--- src/rtl/ahb_mtx_arb_rr_if.sv ---
// Bus-side signals of the round-robin output-stage arbiter.
// "master" drives the transfer-side inputs; "slave" is the arbiter itself.
interface ahb_mtx_arb_rr_if #(
  parameter int NUM_PORTS = 4,
  parameter int PORT_W    = 2
);
  logic [NUM_PORTS-1:0] req_port;
  logic                 HREADYM;
  logic                 HSELM;
  logic [1:0]           HTRANSM;
  logic [2:0]           HBURSTM;
  logic                 HMASTLOCKM;
  logic [PORT_W-1:0]    addr_in_port;
  logic                 no_port;
  logic                 arb_switch;

  modport master (
    output req_port, HREADYM, HSELM, HTRANSM, HBURSTM, HMASTLOCKM,
    input  addr_in_port, no_port, arb_switch
  );

  modport slave (
    input  req_port, HREADYM, HSELM, HTRANSM, HBURSTM, HMASTLOCKM,
    output addr_in_port, no_port, arb_switch
  );
endinterface

--- src/rtl/ahb_mtx_arb_rr.sv ---
// Round-robin output-stage arbiter for one slave port of the AHB matrix.
// Never breaks a fixed-length burst or a locked sequence; otherwise grants
// the next requesting port after the last one granted.
module ahb_mtx_arb_rr #(
  parameter int NUM_PORTS = 4,
  parameter int PORT_W    = 2
) (
  input logic          HCLK,
  input logic          HRESETn,
  ahb_mtx_arb_rr_if.slave bus
);
  localparam logic [1:0] IDLE   = 2'b00;
  localparam logic [1:0] BUSY   = 2'b01;
  localparam logic [1:0] NONSEQ = 2'b10;
  localparam logic [1:0] SEQ    = 2'b11;

  logic [3:0]           count_q, next_count;
  logic                 hold_q, next_hold;
  logic [PORT_W-1:0]    ptr_q, port_next, rr_sel, idx_w;
  logic                 rr_hit, no_port_next, sw_next;
  logic [NUM_PORTS-1:0] cand;

  // Burst tracker: remaining beats of a fixed burst and the hold flag.
  always_comb begin
    next_count = count_q;
    next_hold  = hold_q;
    if (bus.HREADYM) begin
      if (!bus.HSELM) begin
        next_count = '0;
        next_hold  = 1'b0;
      end else begin
        case (bus.HTRANSM)
          NONSEQ: begin
            case (bus.HBURSTM)
              3'd2, 3'd3: begin next_count = 4'd3;  next_hold = 1'b1; end
              3'd4, 3'd5: begin next_count = 4'd7;  next_hold = 1'b1; end
              3'd6, 3'd7: begin next_count = 4'd15; next_hold = 1'b1; end
              default:    begin next_count = 4'd0;  next_hold = 1'b0; end
            endcase
          end
          SEQ: begin
            // Saturate at zero so a stray SEQ never re-arms a long hold.
            if (count_q != 4'd0) next_count = count_q - 4'd1;
            if (count_q == 4'd1) next_hold  = 1'b0;
          end
          BUSY:    ;
          default: begin next_count = '0; next_hold = 1'b0; end
        endcase
      end
    end
  end

  // Candidates: requesters plus the current owner while it is still active.
  always_comb begin
    cand = '0;
    for (int i = 0; i < NUM_PORTS; i++)
      cand[i] = bus.req_port[i] |
                ((PORT_W'(i) == bus.addr_in_port) & !bus.no_port &
                 bus.HSELM & (bus.HTRANSM != IDLE));
  end

  // Round-robin search from ptr+1; the ptr+1 candidate is assigned last and wins.
  always_comb begin
    rr_hit = 1'b0;
    rr_sel = bus.addr_in_port;
    idx_w  = '0;
    for (int k = NUM_PORTS; k >= 1; k--) begin
      idx_w = PORT_W'((int'(ptr_q) + k) % NUM_PORTS);
      if (cand[idx_w]) begin
        rr_hit = 1'b1;
        rr_sel = idx_w;
      end
    end
  end

  // Grant decision: lock and burst hold pin the owner; idle selects park.
  always_comb begin
    port_next    = bus.addr_in_port;
    no_port_next = bus.no_port;
    if (bus.HMASTLOCKM || next_hold) begin
      port_next    = bus.addr_in_port;
      no_port_next = bus.no_port;
    end else if (rr_hit) begin
      port_next    = rr_sel;
      no_port_next = 1'b0;
    end else if (bus.HSELM) begin
      no_port_next = 1'b0;
    end else begin
      no_port_next = 1'b1;
    end
    sw_next = bus.HREADYM &
              ((no_port_next != bus.no_port) |
               (!no_port_next & (port_next != bus.addr_in_port)));
  end

  // Burst tracker state; wait states hold via the next-state logic.
  always_ff @(posedge HCLK or negedge HRESETn) begin
    if (!HRESETn) begin
      count_q <= '0;
      hold_q  <= 1'b0;
    end else begin
      count_q <= next_count;
      hold_q  <= next_hold;
    end
  end

  // Arbitration state only moves on completed transfers.
  always_ff @(posedge HCLK or negedge HRESETn) begin
    if (!HRESETn) begin
      bus.addr_in_port <= '0;
      bus.no_port      <= 1'b1;
      bus.arb_switch   <= 1'b0;
      ptr_q            <= PORT_W'(NUM_PORTS - 1);
    end else begin
      bus.arb_switch <= sw_next;
      if (bus.HREADYM) begin
        bus.addr_in_port <= port_next;
        bus.no_port      <= no_port_next;
        if (!no_port_next) ptr_q <= port_next;
      end
    end
  end
endmodule

--- src/flat_wrapper.sv ---
// flat-port wrapper written by rule: the top's interface ports become plain ports
module ahb_mtx_arb_rr_flat 
#(
  parameter int NUM_PORTS = 4,
  parameter int PORT_W    = 2
)
  (HCLK, HRESETn, bus_req_port, bus_HREADYM, bus_HSELM, bus_HTRANSM, bus_HBURSTM, bus_HMASTLOCKM, bus_addr_in_port, bus_no_port, bus_arb_switch);
  ahb_mtx_arb_rr_if #(.NUM_PORTS(NUM_PORTS), .PORT_W(PORT_W)) bus_i ();
  input logic HCLK;
  input logic HRESETn;
  input wire logic [$bits(bus_i.req_port)-1:0] bus_req_port;
  input wire logic [$bits(bus_i.HREADYM)-1:0] bus_HREADYM;
  input wire logic [$bits(bus_i.HSELM)-1:0] bus_HSELM;
  input wire logic [$bits(bus_i.HTRANSM)-1:0] bus_HTRANSM;
  input wire logic [$bits(bus_i.HBURSTM)-1:0] bus_HBURSTM;
  input wire logic [$bits(bus_i.HMASTLOCKM)-1:0] bus_HMASTLOCKM;
  output wire logic [$bits(bus_i.addr_in_port)-1:0] bus_addr_in_port;
  output wire logic [$bits(bus_i.no_port)-1:0] bus_no_port;
  output wire logic [$bits(bus_i.arb_switch)-1:0] bus_arb_switch;
  assign bus_i.req_port = bus_req_port;
  assign bus_i.HREADYM = bus_HREADYM;
  assign bus_i.HSELM = bus_HSELM;
  assign bus_i.HTRANSM = bus_HTRANSM;
  assign bus_i.HBURSTM = bus_HBURSTM;
  assign bus_i.HMASTLOCKM = bus_HMASTLOCKM;
  assign bus_addr_in_port = bus_i.addr_in_port;
  assign bus_no_port = bus_i.no_port;
  assign bus_arb_switch = bus_i.arb_switch;
  ahb_mtx_arb_rr #(.NUM_PORTS(NUM_PORTS), .PORT_W(PORT_W)) u_core (.HCLK(HCLK), .HRESETn(HRESETn), .bus(bus_i));
endmodule
--- config.mk ---
export PLATFORM = sky130hd
export DESIGN_NAME = ahb_mtx_arb_rr_flat
export DESIGN_NICKNAME = d
export VERILOG_FILES = /design/src/rtl/ahb_mtx_arb_rr_if.sv /design/src/rtl/ahb_mtx_arb_rr.sv /design/src/flat_wrapper.sv
export SDC_FILE = /design/constraint.sdc
export NUM_CORES = 1
export LEC_CHECK = 0
export ABC_AREA = 1
export BUFFER_PORTS_ARGS = -buffer_cell sky130_fd_sc_hd__clkbuf_2
export CORE_ASPECT_RATIO = 0.6
export CORE_MARGIN = 10
export CORE_UTILIZATION = 30
export CTS_CLUSTER_SIZE = 14
export DETAILED_ROUTE_END_ITERATION = 16
export GPL_TIMING_DRIVEN = 0
export MAX_ROUTING_LAYER = met4
export PLACE_DENSITY = 0.51
export SLEW_MARGIN = 15
export SYNTH_ARGS = -nofsm -noshare
export SYNTH_HDL_FRONTEND = slang
export SYNTH_SLANG_ARGS = --single-unit
--- constraint.sdc ---
create_clock -name HCLK -period 2.6 [get_ports HCLK]
set_input_delay 0.52 -clock HCLK [delete_from_list [all_inputs] [get_ports HCLK]]
set_output_delay 0.52 -clock HCLK [all_outputs]
set_load 0.01 [all_outputs]
### Word level (Yosys, flattened, before mapping)

Cells that the tools add are included.

* flip-flop bits (word level): 11
* input bits: 14
* latch bits: 0
* word-level logic and storage cells: 94
* output and inout port bits: 4
* memories: 0
* bits in read-only memories: 0
* memory bits (writable): 0

* multiplexer cells: 30
* $mul: 0
* add/sub/neg operators: 5
* equality and inequality tests: 17
* div/mod/pow operators: 0
* shift operators: 0
* reduce and logical (&&, ||, !) cells: 12
* bitwise logic cells: 20
* order comparisons: 4

Operators by type and width (count)
* 4-bit case mux with 3 select lines: 2
* 1-bit 2-to-1 mux: 15
* 1-bit bitwise AND: 14
* 3-bit equality test, second input constant: 4
* 2-bit by 3-bit less-than comparator with 1-bit output, second input constant: 4
* 2-bit 2-to-1 mux: 6
* 1-bit binary-select mux with 2-bit select: 4
* 4-bit 2-to-1 mux: 2
* 3-bit by 2-bit equality test with 1-bit output, second input constant: 2
* 2-bit OR reduction: 3
* 6-bit OR reduction: 1
* 1-bit bitwise OR: 5
* 2-bit by 1-bit adder with 2-bit output, second input constant: 2
* 2-bit adder, second input constant: 2
* 2-bit equality test, first input constant: 2
* 2-bit equality test, second input constant: 2
* 4-bit by 1-bit equality test with 1-bit output, second input constant: 1
* 4-bit nonzero test: 1
* 4-bit by 1-bit subtractor with 4-bit output, second input constant: 1
* 3-bit by 2-bit inequality test with 1-bit output, second input constant: 1
* 1-bit case mux with 3 select lines: 1
* 3-bit AND reduction: 1
* 1-bit by 2-bit equality test with 1-bit output, first input constant: 1
* 2-bit by 1-bit equality test with 1-bit output, second input constant: 1
* other kinds (9): 10

### Longest topological paths before layout

* word-level depth: 17
* mapped depth: 18
* depth with buffers taken out: 18

### Worst setup path before layout

No wires, ideal clock.

* path kind: flip-flop to flip-flop
* start: register u_core.bus.no_port
* end: register u_core.bus.addr_in_port[0]
* cell stages (with the launch flop): 14
* required time: 2.475 ns
* setup slack: 0.902 ns
* arrival time: 1.573 ns
* path through: dfstp_2 > nor2_1 > nand3_1 > nand3_1 > nand3_1 > nand2_2 > nor2_4 > o21ai_1 > nand2_1 > nand2_2 > nand2_2 > nand2_1 > o21ai_2 > o21ai_2

* longest elaborated chain between the ends: 13

Ends and longest elaborated chain
* from (decl): line ahb_mtx_arb_rr_if.sv:24 `output addr_in_port, no_port, arb_switch`
* from (signal assigned): line ahb_mtx_arb_rr.sv:118 `bus.no_port <= no_port_next;`
* 1-bit zero test *: line ahb_mtx_arb_rr.sv:58 `((PORT_W'(i) == bus.addr_in_port) & !bus.no_port &`
* 1-bit bitwise AND (2 in a row): line ahb_mtx_arb_rr.sv:58
* 1-bit bitwise AND: line ahb_mtx_arb_rr.sv:59 `bus.HSELM & (bus.HTRANSM != IDLE));`
* 1-bit bitwise OR: line ahb_mtx_arb_rr.sv:57 `cand[i] = bus.req_port[i] |`
* 1-bit binary-select mux with 2-bit select: line ahb_mtx_arb_rr.sv:69 `if (cand[idx_w]) begin`
* 1-bit 2-to-1 mux (not written as such): line ahb_mtx_arb_rr.sv:69
* 2-bit 2-to-1 mux / 1-bit 2-to-1 mux (equally long branches) (4 in a row): line ahb_mtx_arb_rr.sv:69
* 2-bit 2-to-1 mux *: line ahb_mtx_arb_rr.sv:83 `end else if (rr_hit) begin`
* 2-bit 2-to-1 mux *: line ahb_mtx_arb_rr.sv:80 `if (bus.HMASTLOCKM || next_hold) begin`
* to (signal assigned): line ahb_mtx_arb_rr.sv:117 `bus.addr_in_port <= port_next;`
* to (decl): line ahb_mtx_arb_rr_if.sv:24

Every way passes the cells marked *; elsewhere a longest branch is shown, timed or not. The select of a mux whose other input is x is not followed.
A chain may end at the register's enable or synchronous reset.

### Final worst setup path

* start: register u_core.bus.addr_in_port[0]
* end: register u_core.bus.arb_switch

* longest elaborated chain between the ends: 17

Ends and longest elaborated chain
* 1-bit by 2-bit equality test with 1-bit output, or another cell as far along: line ahb_mtx_arb_rr.sv:58
* 1-bit bitwise AND (2 in a row): line ahb_mtx_arb_rr.sv:58
* 1-bit bitwise AND: line ahb_mtx_arb_rr.sv:59
* 1-bit bitwise OR: line ahb_mtx_arb_rr.sv:57
* 1-bit binary-select mux with 2-bit select: line ahb_mtx_arb_rr.sv:69
* 1-bit 2-to-1 mux (not written as such): line ahb_mtx_arb_rr.sv:69
* 2-bit 2-to-1 mux / 1-bit 2-to-1 mux (equally long branches) (4 in a row): line ahb_mtx_arb_rr.sv:69
* 2-bit 2-to-1 mux / 1-bit 2-to-1 mux (equally long branches): line ahb_mtx_arb_rr.sv:83
* 2-bit 2-to-1 mux / 1-bit 2-to-1 mux (equally long branches): line ahb_mtx_arb_rr.sv:80
* 2-bit inequality test / 1-bit zero test (equally long branches): line ahb_mtx_arb_rr.sv:93 `(!no_port_next & (port_next != bus.addr_in_port)));`
* 1-bit bitwise AND: line ahb_mtx_arb_rr.sv:93
* 1-bit bitwise OR *: line ahb_mtx_arb_rr.sv:92 `((no_port_next != bus.no_port) |`
* 1-bit bitwise AND *: line ahb_mtx_arb_rr.sv:91 `sw_next = bus.HREADYM &`
* net u_core.sw_next: line ahb_mtx_arb_rr.sv:20 `logic rr_hit, no_port_next, sw_next;`
* to (signal assigned): line ahb_mtx_arb_rr.sv:115 `bus.arb_switch <= sw_next;`
* to (decl): line ahb_mtx_arb_rr_if.sv:24

Mark *: on every way through the listed nets, which the timed path passes. The rest lies on a longest branch. The select of a mux whose other input is x is not followed.

==> out/results.txt <==
The number of global-route vias before repair came out at 934. Summed over all layers, the routed wires come to 2.585 mm. The netlist uses 27 different library cells. Entering global routing, the biggest net connects 12 pins. The run gives 603.2 ps as the worst path setup slack after routing.

Async set or reset register ratio after synthesis: 1.000. Pin placement for this block handled 18 I/O pins. Max-cap violations in this run came to 0. Among all cell types in the netlist, the one instantiated most often is sky130_fd_sc_hd__nand2_1. For the number of nets in the synthesized netlist, the log shows 166.

The run gives 1 as the maximum level of the CTS H-tree. Measured along the x axis, the die boundary spans 95.55 µm. The core region is 3263 µm². For the post-route core utilization, the log shows 0.3704.

The later pin in the worst-skew pair is clocked with a latency of 240 ps. TritonCTS built the clock tree. The placement row count was 16; the vertical extent of the die was 65.33 µm.

Summing every instance area after synthesis gives 1027 µm². Across the routed clock network, the largest skew measured is 7.061 ps. The area of the die was 6241 µm². Setup repair after global routing left no endpoint under its margin.

The met2 usage in global routing is 0.1061. Termination of the worst setup path: u_core.bus.arb_switch$_DFF_PN0_. The routing usage on met1 came out at 0.1307. At the worst endpoint, the required time is 2730 ps. The design draws 1.288 mW.

The first global-routing pass estimated 4.326 mm of wire. The critical-path maximum fanout was 6; the number of filler instances in the final layout was 358. The register clock-pin slew on the reported worst setup and hold paths came out at 50 ps. For the part of the power in registers, the log shows 0.231. STA classifies the critical path startpoint as a flop. Number of design rule violations left after detail routing: 0.

Initial DRC count: 65. The tree is rooted in a sky130_fd_sc_hd__clkbuf_8. The placer's final routability congestion estimate came out at 0.9113. The logs give 0.635 for the combinational cell fraction of total power and 0 for the post-CTS setup repair buffer count. The switching power share of the total was 0.5033; the total instance count after detailed placement was 211. For this run, the post-layout net count is 187. The total routing usage reported by global routing was 0.09010; the routed length per instance was 12.02 µm. The flip-flop cell with the highest count after synthesis was sky130_fd_sc_hd__dfrtp_1.

The number of antenna violations at the first check in global routing came out at 0. The most area-hungry cell type in the Yosys netlist was sky130_fd_sc_hd__dfrtp_1. Number of nets still failing antenna checks after routing: 0. Area growth from synthesis to layout: 17.66%.

Counting the buffers created by CTS gives 3. In this run the critical register-to-register path is captured at u_core.bus.arb_switch$_DFF_PN0_. The summed area of non-filler cells in the final layout came out at 1209 µm². The proportion of power drawn by the clock network is 0.135. Tracing the worst setup path back leads to its startpoint at u_core.bus.addr_in_port[0]$_DFFE_PN0P_. Input and output buffers added on the ports amount to 16. The worst-case clock buffer depth came out at 2. The starting density of the core is 0.3148.

The sequential element share of the synthesized area is 0.2716. The worst path in the final design needs a cycle of 1997 ps, including I/O delays and setup. The headroom to the max-slew limit was 0.6794.

The flow ran to the end, and the final reports show no timing, DRC or antenna violations. The power dissipated by switching net loads was 0.6484 mW. The run gives 399.1 µV as the worst vdd rail ir drop. In the synthesized netlist, the cells that appear most often are 30 x sky130_fd_sc_hd__nand2_1, 23 x sky130_fd_sc_hd__inv_1, 20 x sky130_fd_sc_hd__nand3_1, 10 x sky130_fd_sc_hd__nor2_1, 8 x sky130_fd_sc_hd__dfrtp_1. Measured slew at the worst slew-check pin: 478.7 ps. After clock tree synthesis, the flow added hold-fix buffers numbering 0.

Power spread over the standard cell area amounts to 1066 nW/µm². In the post-synthesis netlist, the biggest area contributors are sky130_fd_sc_hd__dfrtp_1 19%, sky130_fd_sc_hd__nand2_1 11%, sky130_fd_sc_hd__nand3_1 9.7%. Yosys mapped a number of flops with a built-in enable equal to 0. Setup slack on the worst reg-to-reg path comes out at 600 ps. In the final timing run, aggregate negative setup slack is 0 ps.

For the worst flop-to-flop path, the logic depth is 16. The number of warnings printed during yosys synthesis was 0; the aggregate global routing overflow was 0. The most used routing layer is met1. Cell area after placement: 1164 µm².

The logs give 0 for the count of cells resized by post-cts repair and 150 for the instance count of the mapped netlist. Worst hold slack after final layout: 150.5 ps. Setup violations remaining at the end of the flow were counted as 0. The final antenna diode count was 0; the total of flip-flops plus latches after synthesis was 11. The half-perimeter wire length of the detailed placement result was 2.228 mm; the vias after detailed routing was 1,015. Prior to clock tree synthesis, the placed netlist has a worst setup slack of 535.3 ps. Internal power comes to 0.6400 mW. The layout cell share with drive strength beyond 1 was 0.3118; the post-synthesis average cell area was 6.848 µm².

The analysis attributes to cell leakage a power of 0.6443 nW. The final max-slew violation count came out at 0. The portion of the clock cycle consumed by the worst path in the final layout is 0.7680.

In this run the worst hold path is classified as in -> async. For the hold violation total from the final report, the log shows 0. Timing would allow up to 500.8 MHz. The worst register-to-register path begins at u_core.bus.addr_in_port[0]$_DFFE_PN0P_. The finished layout holds 215 standard cells, fillers aside.

The proportion of netlist area held by the largest area contributor is 0.1949. Start-to-end type of the worst setup path: reg -> reg. The clock sink count was 11; the arrival time at the worst endpoint was 2130 ps. The worst setup path is captured at a flop. After detailed routing, the number of vias per cell comes to 4.721.

For the iteration count of the initial detailed-routing pass, the log shows 4. Global routing usage on met3: 0.03628.
==> worst min path at each step <==
stage	startpoint	endpoint
6_report	HRESETn	u_core.count_q[3]$_DFFE_PN0P_
5_1_grt	HRESETn	u_core.count_q[3]$_DFFE_PN0P_
4_1_cts	HRESETn	u_core.count_q[3]$_DFFE_PN0P_
3_5_place_dp	HRESETn	u_core.count_q[3]$_DFFE_PN0P_
3_3_place_gp	HRESETn	u_core.count_q[3]$_DFFE_PN0P_
2_1_floorplan	HRESETn	u_core.bus.addr_in_port[0]$_DFFE_PN0P_
==> state kept, by name, indices dropped and copies added, names as in the netlist <==
name / cells
u_core.count_q: 4
u_core.ptr_q: 2
u_core.bus.addr_in_port: 2
u_core.bus.arb_switch: 1
u_core.bus.no_port: 1
u_core.hold_q: 1
==> layout make-up <==
type	count	area [µm²]	area share
Clock buffer	4	45.04	0.03727
Tap cell	45	56.30	0.04658
Buffer	1	11.26	0.009317
Sequential cell	11	279.0	0.2308
Inverter	28	105.1	0.08696
Multi-Input combinational cell	110	631.9	0.5228
Timing Repair Buffer	16	80.08	0.06625
==> power groups by stage <==
stage | sequential [mW] | combinational (mW) | clock (mW)
after floorplan | 0.299 | 0.649 | 0
after global placement | 0.301 | 0.808 | 0
after detailed placement | 0.301 | 0.819 | 0
after CTS | 0.299 | 0.823 | 0.182
after global routing | 0.307 | 0.933 | 0.196
final | 0.297 | 0.818 | 0.173
==> critical path, stage by stage (launching register included) <==
cell,delay (ps)
sky130_fd_sc_hd__dfrtp_1,440
sky130_fd_sc_hd__nor2_1,240
sky130_fd_sc_hd__nand3_1,110
sky130_fd_sc_hd__nand2_1,90
sky130_fd_sc_hd__inv_2,50
sky130_fd_sc_hd__nand2_2,60
sky130_fd_sc_hd__nand2_1,80
sky130_fd_sc_hd__o21ai_2,190
sky130_fd_sc_hd__nor2_2,70
sky130_fd_sc_hd__nand3b_2,90
sky130_fd_sc_hd__nand2_1,60
sky130_fd_sc_hd__inv_1,50
sky130_fd_sc_hd__nand2_1,40
sky130_fd_sc_hd__nor2_1,120
sky130_fd_sc_hd__nand3_1,90
sky130_fd_sc_hd__nand2_1,70
sky130_fd_sc_hd__inv_1,40
==> cell families after synthesis <==
family,Yosys count,share of synthesized area
DFF,11,0.2716
AOI/OAI and AO/OA,25,0.1632
adders and majority gates,2,0.02436
buffers and inverters,29,0.1133
xor gates and xnor gates,1,0.01584
and+or+nand+nor,82,0.4117
==> layout by cell type (no fill, tap or decap), types with 2 or more instances in the layout <==
cell and count:
sky130_fd_sc_hd__nand3_2 4, sky130_fd_sc_hd__nand4_1 3, sky130_fd_sc_hd__o21ai_1 4, sky130_fd_sc_hd__nor2_1 10
sky130_fd_sc_hd__inv_2 5, sky130_fd_sc_hd__clkbuf_2 16, sky130_fd_sc_hd__nor2_2 3, sky130_fd_sc_hd__inv_1 23
sky130_fd_sc_hd__nand3_1 20, sky130_fd_sc_hd__clkbuf_8 3, sky130_fd_sc_hd__dfstp_2 3, sky130_fd_sc_hd__nand2_1 30
sky130_fd_sc_hd__ha_1 2, sky130_fd_sc_hd__o22ai_1 3, sky130_fd_sc_hd__nor2_4 3, sky130_fd_sc_hd__nand2_2 7
sky130_fd_sc_hd__dfrtp_1 8, sky130_fd_sc_hd__a21oi_1 6, sky130_fd_sc_hd__o211ai_1 2, sky130_fd_sc_hd__o21ai_2 5
==> per-layer routing <==
metal / wire [µm] / share of wire / up-vias
met5: 0 / 0 / -
met4: 27 / 0.010 / 0
met3: 198 / 0.077 / 2
met2: 958 / 0.37 / 30
met1: 1402 / 0.54 / 448
li1: - / - / 535
No activity file was read; power rests on OpenSTA's default activity.
